--- src/rtl/sd_dat_pkg.sv ---
// Shared definitions for the SD DAT-line framers.
//   CRC16_POLY / CRC16_W : CCITT CRC16 used on each DAT line
//   state_t              : framer state encoding
package sd_dat_pkg;

  localparam int unsigned CRC16_W    = 16;
  localparam logic [15:0] CRC16_POLY = 16'h1021;

  typedef enum logic [2:0] {
    IDLE,
    WAIT_START,
    DATA,
    CRC,
    END
  } state_t;

endpackage

--- src/rtl/sd_crc16.sv ---
// Bit-serial CRC16 (CCITT, MSB first, init 0) shared by the RX and TX framers.
// Ports:
//   clk   in  clock
//   reset in  synchronous active-high reset, clears crc
//   clr   in  synchronous clear, clears crc
//   en    in  shift one bit of din into the LFSR
//   din   in  serial data bit
//   crc   out current CRC register
module sd_crc16
  import sd_dat_pkg::*;
(
  input  logic               clk,
  input  logic               reset,
  input  logic               clr,
  input  logic               en,
  input  logic               din,
  output logic [CRC16_W-1:0] crc
);

  logic w_fb;

  assign w_fb = crc[CRC16_W-1] ^ din;

  always_ff @(posedge clk) begin
    if (reset || clr) begin
      crc <= '0;
    end else if (en) begin
      crc <= {crc[CRC16_W-2:0], 1'b0} ^ ({CRC16_W{w_fb}} & CRC16_POLY);
    end
  end

endmodule

--- src/rtl/dat_rx_frame.sv ---
// Receive-side framer for one SD DAT0 data block.
// Waits for the start bit, forwards BLOCK_BYTES*8 data bits on bit_out/bit_valid,
// then captures the 16-bit CRC and the end bit and reports status with a done pulse.
// Ports:
//   clk          in  SD clock, one DAT0 bit per edge
//   reset        in  synchronous active-high reset
//   rx_start     in  1-cycle arm pulse (ignored while busy)
//   abort        in  synchronous abort back to IDLE, no done
//   dat_in       in  DAT0 line (idle high)
//   bit_out      out registered data bit for the downstream s->p stage
//   bit_valid    out qualifier for bit_out
//   busy         out high whenever not IDLE
//   done         out 1-cycle pulse at block end or timeout
//   crc_err      out CRC mismatch flag, held until next accepted rx_start
//   end_err      out end bit low flag, held until next accepted rx_start
//   timeout_err  out start-bit timeout flag, held until next accepted rx_start
module dat_rx_frame
  import sd_dat_pkg::*;
#(
  parameter int unsigned BLOCK_BYTES = 512,
  parameter int unsigned TIMEOUT     = 1023
) (
  input  logic clk,
  input  logic reset,
  input  logic rx_start,
  input  logic abort,
  input  logic dat_in,
  output logic bit_out,
  output logic bit_valid,
  output logic busy,
  output logic done,
  output logic crc_err,
  output logic end_err,
  output logic timeout_err
);

  localparam int unsigned DATA_BITS = BLOCK_BYTES * 8;
  localparam int unsigned BC_W      = $clog2(DATA_BITS) + 1;
  localparam int unsigned TC_W      = $clog2(TIMEOUT + 1);

  state_t               r_state;
  logic [BC_W-1:0]      r_bit_cnt;
  logic [TC_W-1:0]      r_tmo_cnt;
  logic [3:0]           r_crc_cnt;
  logic [CRC16_W-1:0]   r_rx_crc;
  logic [CRC16_W-1:0]   w_calc_crc;
  logic                 w_crc_clr;
  logic                 w_crc_en;

  // CRC restarts on the start bit and only sees data bits; abort freezes it.
  assign w_crc_clr = (r_state == WAIT_START) && !dat_in && !abort;
  assign w_crc_en  = (r_state == DATA) && !abort;
  assign busy      = (r_state != IDLE);

  sd_crc16 u_crc (
    .clk   (clk),
    .reset (reset),
    .clr   (w_crc_clr),
    .en    (w_crc_en),
    .din   (dat_in),
    .crc   (w_calc_crc)
  );

  always_ff @(posedge clk) begin
    if (reset) begin
      r_state     <= IDLE;
      r_bit_cnt   <= '0;
      r_tmo_cnt   <= '0;
      r_crc_cnt   <= '0;
      r_rx_crc    <= '0;
      bit_out     <= 1'b0;
      bit_valid   <= 1'b0;
      done        <= 1'b0;
      crc_err     <= 1'b0;
      end_err     <= 1'b0;
      timeout_err <= 1'b0;
    end else if (abort) begin
      r_state   <= IDLE;
      bit_valid <= 1'b0;
      done      <= 1'b0;
    end else begin
      bit_valid <= 1'b0;
      done      <= 1'b0;
      case (r_state)
        IDLE: begin
          if (rx_start) begin
            r_state     <= WAIT_START;
            r_tmo_cnt   <= '0;
            crc_err     <= 1'b0;
            end_err     <= 1'b0;
            timeout_err <= 1'b0;
          end
        end

        WAIT_START: begin
          if (!dat_in) begin
            r_state   <= DATA;
            r_bit_cnt <= '0;
          end else if (r_tmo_cnt == TC_W'(TIMEOUT)) begin
            timeout_err <= 1'b1;
            done        <= 1'b1;
            r_state     <= IDLE;
          end else begin
            r_tmo_cnt <= r_tmo_cnt + 1'b1;
          end
        end

        DATA: begin
          bit_out   <= dat_in;
          bit_valid <= 1'b1;
          if (r_bit_cnt == BC_W'(DATA_BITS - 1)) begin
            r_state   <= CRC;
            r_bit_cnt <= '0;
            r_crc_cnt <= '0;
          end else begin
            r_bit_cnt <= r_bit_cnt + 1'b1;
          end
        end

        CRC: begin
          r_rx_crc <= {r_rx_crc[CRC16_W-2:0], dat_in};
          if (r_crc_cnt == 4'd15) begin
            r_state <= END;
          end else begin
            r_crc_cnt <= r_crc_cnt + 1'b1;
          end
        end

        END: begin
          end_err <= !dat_in;
          crc_err <= (r_rx_crc != w_calc_crc);
          done    <= 1'b1;
          r_state <= IDLE;
        end

        default: r_state <= IDLE;
      endcase
    end
  end

endmodule

--- config.mk ---
export PLATFORM = sky130hd
export DESIGN_NAME = dat_rx_frame
export DESIGN_NICKNAME = d
export VERILOG_FILES = /design/src/rtl/sd_dat_pkg.sv /design/src/rtl/sd_crc16.sv /design/src/rtl/dat_rx_frame.sv
export SDC_FILE = /design/constraint.sdc
export NUM_CORES = 1
export LEC_CHECK = 0
export BUFFER_PORTS_ARGS = -buffer_cell sky130_fd_sc_hd__buf_2
export CORE_ASPECT_RATIO = 0.6
export CORE_MARGIN = 2
export CORE_UTILIZATION = 55
export CTS_BUF_LIST = sky130_fd_sc_hd__clkbuf_16
export CTS_CLUSTER_SIZE = 25
export DETAILED_ROUTE_END_ITERATION = 16
export PLACE_DENSITY_LB_ADDON = 0.05
export SYNTH_ARGS = -nofsm -noshare
export SYNTH_HDL_FRONTEND = slang
export SYNTH_SLANG_ARGS = --single-unit
--- constraint.sdc ---
create_clock -name clk -period 2.07 [get_ports clk]
set_clock_uncertainty 0.15 [all_clocks]
set_input_delay 0.414 -clock clk [delete_from_list [all_inputs] [get_ports clk]]
set_output_delay 0.414 -clock clk [all_outputs]
set_load 0.05 [all_outputs]
### Word level (Yosys, flattened, before mapping)

Cells that the tools add are included.

| word-level totals | value |
|---|---|
| bits in registers | 68 |
| output and inout bits | 7 |
| logic and storage cells | 82 |

| operators by class | value |
|---|---|
| multiplexer cells | 26 |
| equal/unequal tests | 17 |
| bitwise operators | 3 |
| reduce and logical (&&, ||, !) cells | 21 |
| add/sub/neg operators | 3 |

Operators with widths:

| cell | number |
|---|---|
| $mux 10 | 3 |
| $mux 13 | 2 |
| $pmux 13 s2 | 1 |
| $pmux 10 s2 | 1 |
| $ne 16x16->1 | 1 |
| $xor 16x13->16 | 1 |
| $mux 3 | 5 |
| $add 13x1->13 const B | 1 |
| $eq 13x12->1 const B | 1 |
| $ne 2x2->1 const B | 6 |
| $pmux 3 s4 | 1 |
| $add 10x1->10 const B | 1 |
| $eq 10x10->1 const B | 1 |
| $reduce_and 5->1 | 2 |
| $mux 4 | 2 |
| $pmux 1 s2 | 4 |
| $pmux 4 s2 | 1 |
| $reduce_and 4->1 | 2 |
| $reduce_bool 2->1 | 4 |
| $eq 3x2->1 const B | 2 |
| $mux 1 | 6 |
| $reduce_and 3->1 | 2 |
| $add 4x1->4 const B | 1 |
| $eq 4x4->1 const B | 1 |
| 13 further kinds | 18 |

### Longest topological paths before layout

| depth | value |
|---|---|
| depth after elaboration | 4 |
| gate-level depth with buffers | 7 |

### Cells and area by module

Synthesis repeated with hierarchy kept, for this count alone.

| unflattened totals | value |
|---|---|
| cell total of the unflattened synthesis | 392 |
| area, all modules | 3269.4 um^2 |

Modules (own cells, without submodules):

| module | seq. area each (um^2) | instances | area an instance (um^2) | cells an instance |
|---|---|---|---|---|
| dat_rx_frame | 1041.0 | 1 | 2636.3 | 332 |
| sd_crc16 | 320.3 | 1 | 633.1 | 60 |

### Least setup slack after synthesis

OpenSTA, ideal clock, no wires.

| timing path | value |
|---|---|
| path type | input-to-reg |
| from | input abort |
| to | register r_tmo_cnt[9] |
| required time | 1858 ps |
| slack | 143 ps |
| stages | 7 |
| library setup time | 62 ps |
| path buffers | 2 |
| arrival | 1716 ps |
| cells stage by stage | or2_1 > buf_2 > nor3_2 > and3_1 > buf_2 > or4b_1 > nand3_1 |

| between the ends | value |
|---|---|
| word-level cells in the longest chain between the ends | 2 |

RTL lines:

| what | line | text |
|---|---|---|
| start, declared | dat_rx_frame.sv:26 | `input logic abort,` |
| $not 1->1 (no line) | -- |  |
| $reduce_and 5->1 (no line) | -- |  |
| end signal, assigned | dat_rx_frame.sv:104 | `r_tmo_cnt <= r_tmo_cnt + 1'b1;` |
| end, declared | dat_rx_frame.sv:43 | `logic [TC_W-1:0] r_tmo_cnt;` |

Every way passes these cells.
A chain may end at the register's enable or synchronous reset.

### Worst setup path in the final report

| timing path | value |
|---|---|
| from | register r_state[0] |
| to | register r_bit_cnt[7] |

| between the ends | value |
|---|---|
| word-level cells in the longest chain between the ends | 3 |

RTL lines:

| what | line | text |
|---|---|---|
| start, declared | dat_rx_frame.sv:41 | `state_t r_state;` |
| start signal, assigned | dat_rx_frame.sv:66 | `r_state <= IDLE;` |
| start signal, assigned | dat_rx_frame.sv:78 | `r_state <= IDLE;` |
| start signal, assigned | dat_rx_frame.sv:87 | `r_state <= WAIT_START;` |
| $eq 3x1->1 / $eq 3x2->1 (equally long branches) | dat_rx_frame.sv:84 | `case (r_state)` |
| $ne 2x2->1 (no line) / $reduce_bool 2->1 (equally long branches) | -- |  |
| $reduce_and 3->1 (no line) | -- |  |
| end signal, assigned | dat_rx_frame.sv:116 | `r_bit_cnt <= r_bit_cnt + 1'b1;` |
| end, declared | dat_rx_frame.sv:42 | `logic [BC_W-1:0] r_bit_cnt;` |

Parallel ways exist; a longest one is shown, timed or not.

==> flow_metrics.tcl <==
set metrics [dict create \
    min_path_cells 3 \
    dp.final_hpwl_mm 5.269 \
    rr_worst_depth 5 \
    wl_per_cell_um 14.56 \
    n_antenna_cell 0 \
    required_ns 2.13 \
    synth_edf_count 0 \
    leakagePower_nw 1.355 \
    grt_pass1_vias 2504 \
    postLayoutCoreUtil_pct 69.42 \
    setup_violations 0 \
    antenna_found_initial 0 \
    cts_buffers 9 \
    synth-seq-cells 68 \
    cp_max_fo 10 \
    start_util_pct 57.30 \
    hold_end "r_state[1]" \
    cp_top_family "compound AO/OA/AOI/OAI gates" \
    fp.dieH_um 63.15 \
    power.total_mw 3.071 \
    yosys-top-cells-count "nand2_1, dfxtp_1, a21oi_1" \
    synthToLayoutAreaGrowth_pct 21.15 \
    firstDrtPassIters 7 \
    clockBufferDepth 2 \
    synth_compound_area_share_pct 15.10 \
    ios 12 \
    yosys.area.top_type "dfxtp_1" \
    drive_above_1_share_pct 17.74 \
    setup_slack_ns 0.05916 \
    clock_latency_ns 0.32 \
    maxSlewViolCount 0 \
    fin_crit_ns 2.011 \
    syn_nets 400 \
    worstHoldStart "abort" \
    relSlewSlack_pct 60.17 \
    clkSlewWorstSetupHoldPaths_ns 0.06 \
    reg2reg_from "r_state[0]" \
    synth_cell_types 55 \
    wl_mm 7.485 \
    tightestPinTransition_ns 0.5974 \
    critPathMaxStageDelay_ns 0.50 \
    drcViolationCount 0 \
    overflow 0 \
    run_status "completed" \
    end_kind "flip-flop" \
    synth.top_cell.area_share_pct 42.45 \
    synth_top_family_by_area "simple AND/OR/NAND/NOR gates" \
    post-place-ws_ns 0.01890 \
    coreArea_um2 5597 \
    synth_xor_area_share_pct 7.374 \
    cap_violations 0 \
    antenna_left 0 \
    rows 21 \
    hold_class "input port to flip-flop" \
    syn_area_um2 3207 \
    synth_fa_ha_area_share_pct 1.171 \
    yosysWarnings 0 \
    timing.critical_path.buf_inv 0 \
    cts-root-buf "clkbuf_16" \
    cts_setup_buffers 0 \
    muxShareOfSynthArea_pct 0.9364 \
    start_kind "flip-flop" \
    cellPowerDensity_nw_per_um2 790.5 \
    crit_arrival_ns 2.07 \
    die_w_um 102.6 \
    async_reset_ff_share_pct 0 \
    htreeDepth 3 \
    ys.flop_type "dfxtp_1" \
    seq_area_frac_synth_pct 42.45 \
    place.gp.congestion 0.8136 \
    cts_tree "yes" \
    drt_iter0_drc 178 \
    synth.avg_cell_area_um2 8.181 \
    synth_most_common_cell "nand2_1" \
    grt_pass1_wl_mm 12.39 \
    cp_slowest_cell "dfxtp_1" \
    r2r_end "r_bit_cnt[7]" \
    clock_sinks 68 \
    hold_viol 0 \
    io_buffer_count 11 \
    crit_chain "or3b_1, a211oi_2, nand3_1, a32oi_1, a21oi_1" \
    vias_per_cell 5.586 \
    finalNetCount 437 \
    synth-simple-area-share_pct 29.69 \
    max-vdd-ir-drop_uv 488.2 \
    track_usage_pct 24.65 \
    rrSetupSlack_ns 0.06 \
    max_freq_mhz 497.3 \
    grt_max_degree 21 \
    criticalPathCategory "flip-flop to flip-flop" \
    timing.final.crit_share_pct 97.14 \
    synthCells 392 \
    ys_top_cells_by_area "dfxtp_1, nand2_1, a21oi_1, xnor2_1, nor2_1" \
    dr_total_vias 2871 \
    die-area_um2 6477 \
]
[tightest hold or removal path, stage by stage]
cell and delay, ns:
buf_2 0.08, buf_4 0.17, a311oi_1 0.05
[cell families (layout without fill, tap and decap cells)]
family	after synthesis	count (layout)
DFF	68	68
and+or+nand+nor	186	186
xor gates and xnor gates	27	27
AOI/OAI and AO/OA	81	81
buffers and inverters	24	66
muxes	3	3
adders and majority gates	3	3
[power breakdown]
| group | internal [mW] | switching (mW) |
|---|---|---|
| Sequential | 1.31 | 0.00445 |
| Combinational | 0.0542 | 0.0827 |
| Clock | 1.05 | 0.569 |
[per-stage QoR]
stage	hold WS [ns]	std cells	setup TNS [ns]	instance area, µm²
floorplan	0.2996	392	0	3207
global placement	0.2979	498	0	3538
detailed placement	0.3010	498	0	3538
CTS	0.3023	514	0	3856
global route	0.3238	514	-0.0005660	3885
finish	0.3098	514	0	3885
[layout make-up]
class,instances,area [µm²]
multi-input combinational,300,1768
fill,464,1712
sequential,68,1363
timing repair buffer,47,325.3
clock buffer,9,225.2
tap,80,100.1
clock inverter,7,92.59
inverter,3,11.26
[repair_timing]
item	4_1_cts	5_1_grt
hold buffers	0	0
setup endpoints to repair	0	8
gates resized for setup	0	6
[layout by cell type, fill, tap and decap left out, types with 2 or more instances in the layout]
| cell | n |
|---|---|
| and2_1 | 4 |
| ha_1 | 2 |
| buf_2 | 11 |
| or2_1 | 2 |
| or3_1 | 6 |
| nor4_1 | 4 |
| nand3b_1 | 5 |
| bufinv_16 | 2 |
| buf_4 | 36 |
| a31oi_1 | 2 |
| nand2_1 | 83 |
| o21ai_0 | 8 |
| mux2i_1 | 3 |
| nor3b_1 | 2 |
| nor2b_1 | 4 |
| a21o_1 | 2 |
| nor2_1 | 26 |
| inv_1 | 4 |
| o31ai_1 | 2 |
| nand3_1 | 11 |
| nand2b_1 | 4 |
| o21bai_2 | 2 |
| and3b_1 | 2 |
| xor2_1 | 5 |
| and3_1 | 2 |
| nor4_4 | 2 |
| nand4_1 | 10 |
| xnor2_1 | 22 |
| clkbuf_16 | 9 |
| a21oi_1 | 49 |
| a211oi_2 | 2 |
| clkinvlp_4 | 2 |
| and4_1 | 2 |
| a211oi_1 | 3 |
| dfxtp_1 | 67 |
| nor3_1 | 6 |
| or4_1 | 2 |
[flip-flops by register name (all words and copies together), names as in the netlist]
name	cells
r_rx_crc	16
r_state	3
done	1
r_bit_cnt	13
crc_err	1
r_crc_cnt	4
r_tmo_cnt	10
bit_out	1
u_crc.crc	16
timeout_err	1
end_err	1
bit_valid	1
[worst max-delay path by stage]
stage                 start      endpoint  slack, ns  cells past startpoint
6_report         r_state[0]  r_bit_cnt[7]       0.06                      5
5_1_grt          r_state[0]  r_bit_cnt[7]    -0.0006                      5
4_1_cts        r_tmo_cnt[0]  r_tmo_cnt[7]     0.0004                      7
3_5_place_dp   r_tmo_cnt[0]  r_tmo_cnt[7]       0.02                      7
3_3_place_gp          abort  r_tmo_cnt[8]       0.05                      6
2_1_floorplan         abort  r_tmo_cnt[9]       0.14                      7
[layer usage]
layer	global-route usage, %	up-vias	wire length (µm)
met5	0	-	0
met4	6.000	0	27
met3	6.326	2	532
met2	31.13	94	2942
met1	40.32	1336	3983
li1	-	1439	-
(Power assumes the default switching activity.)
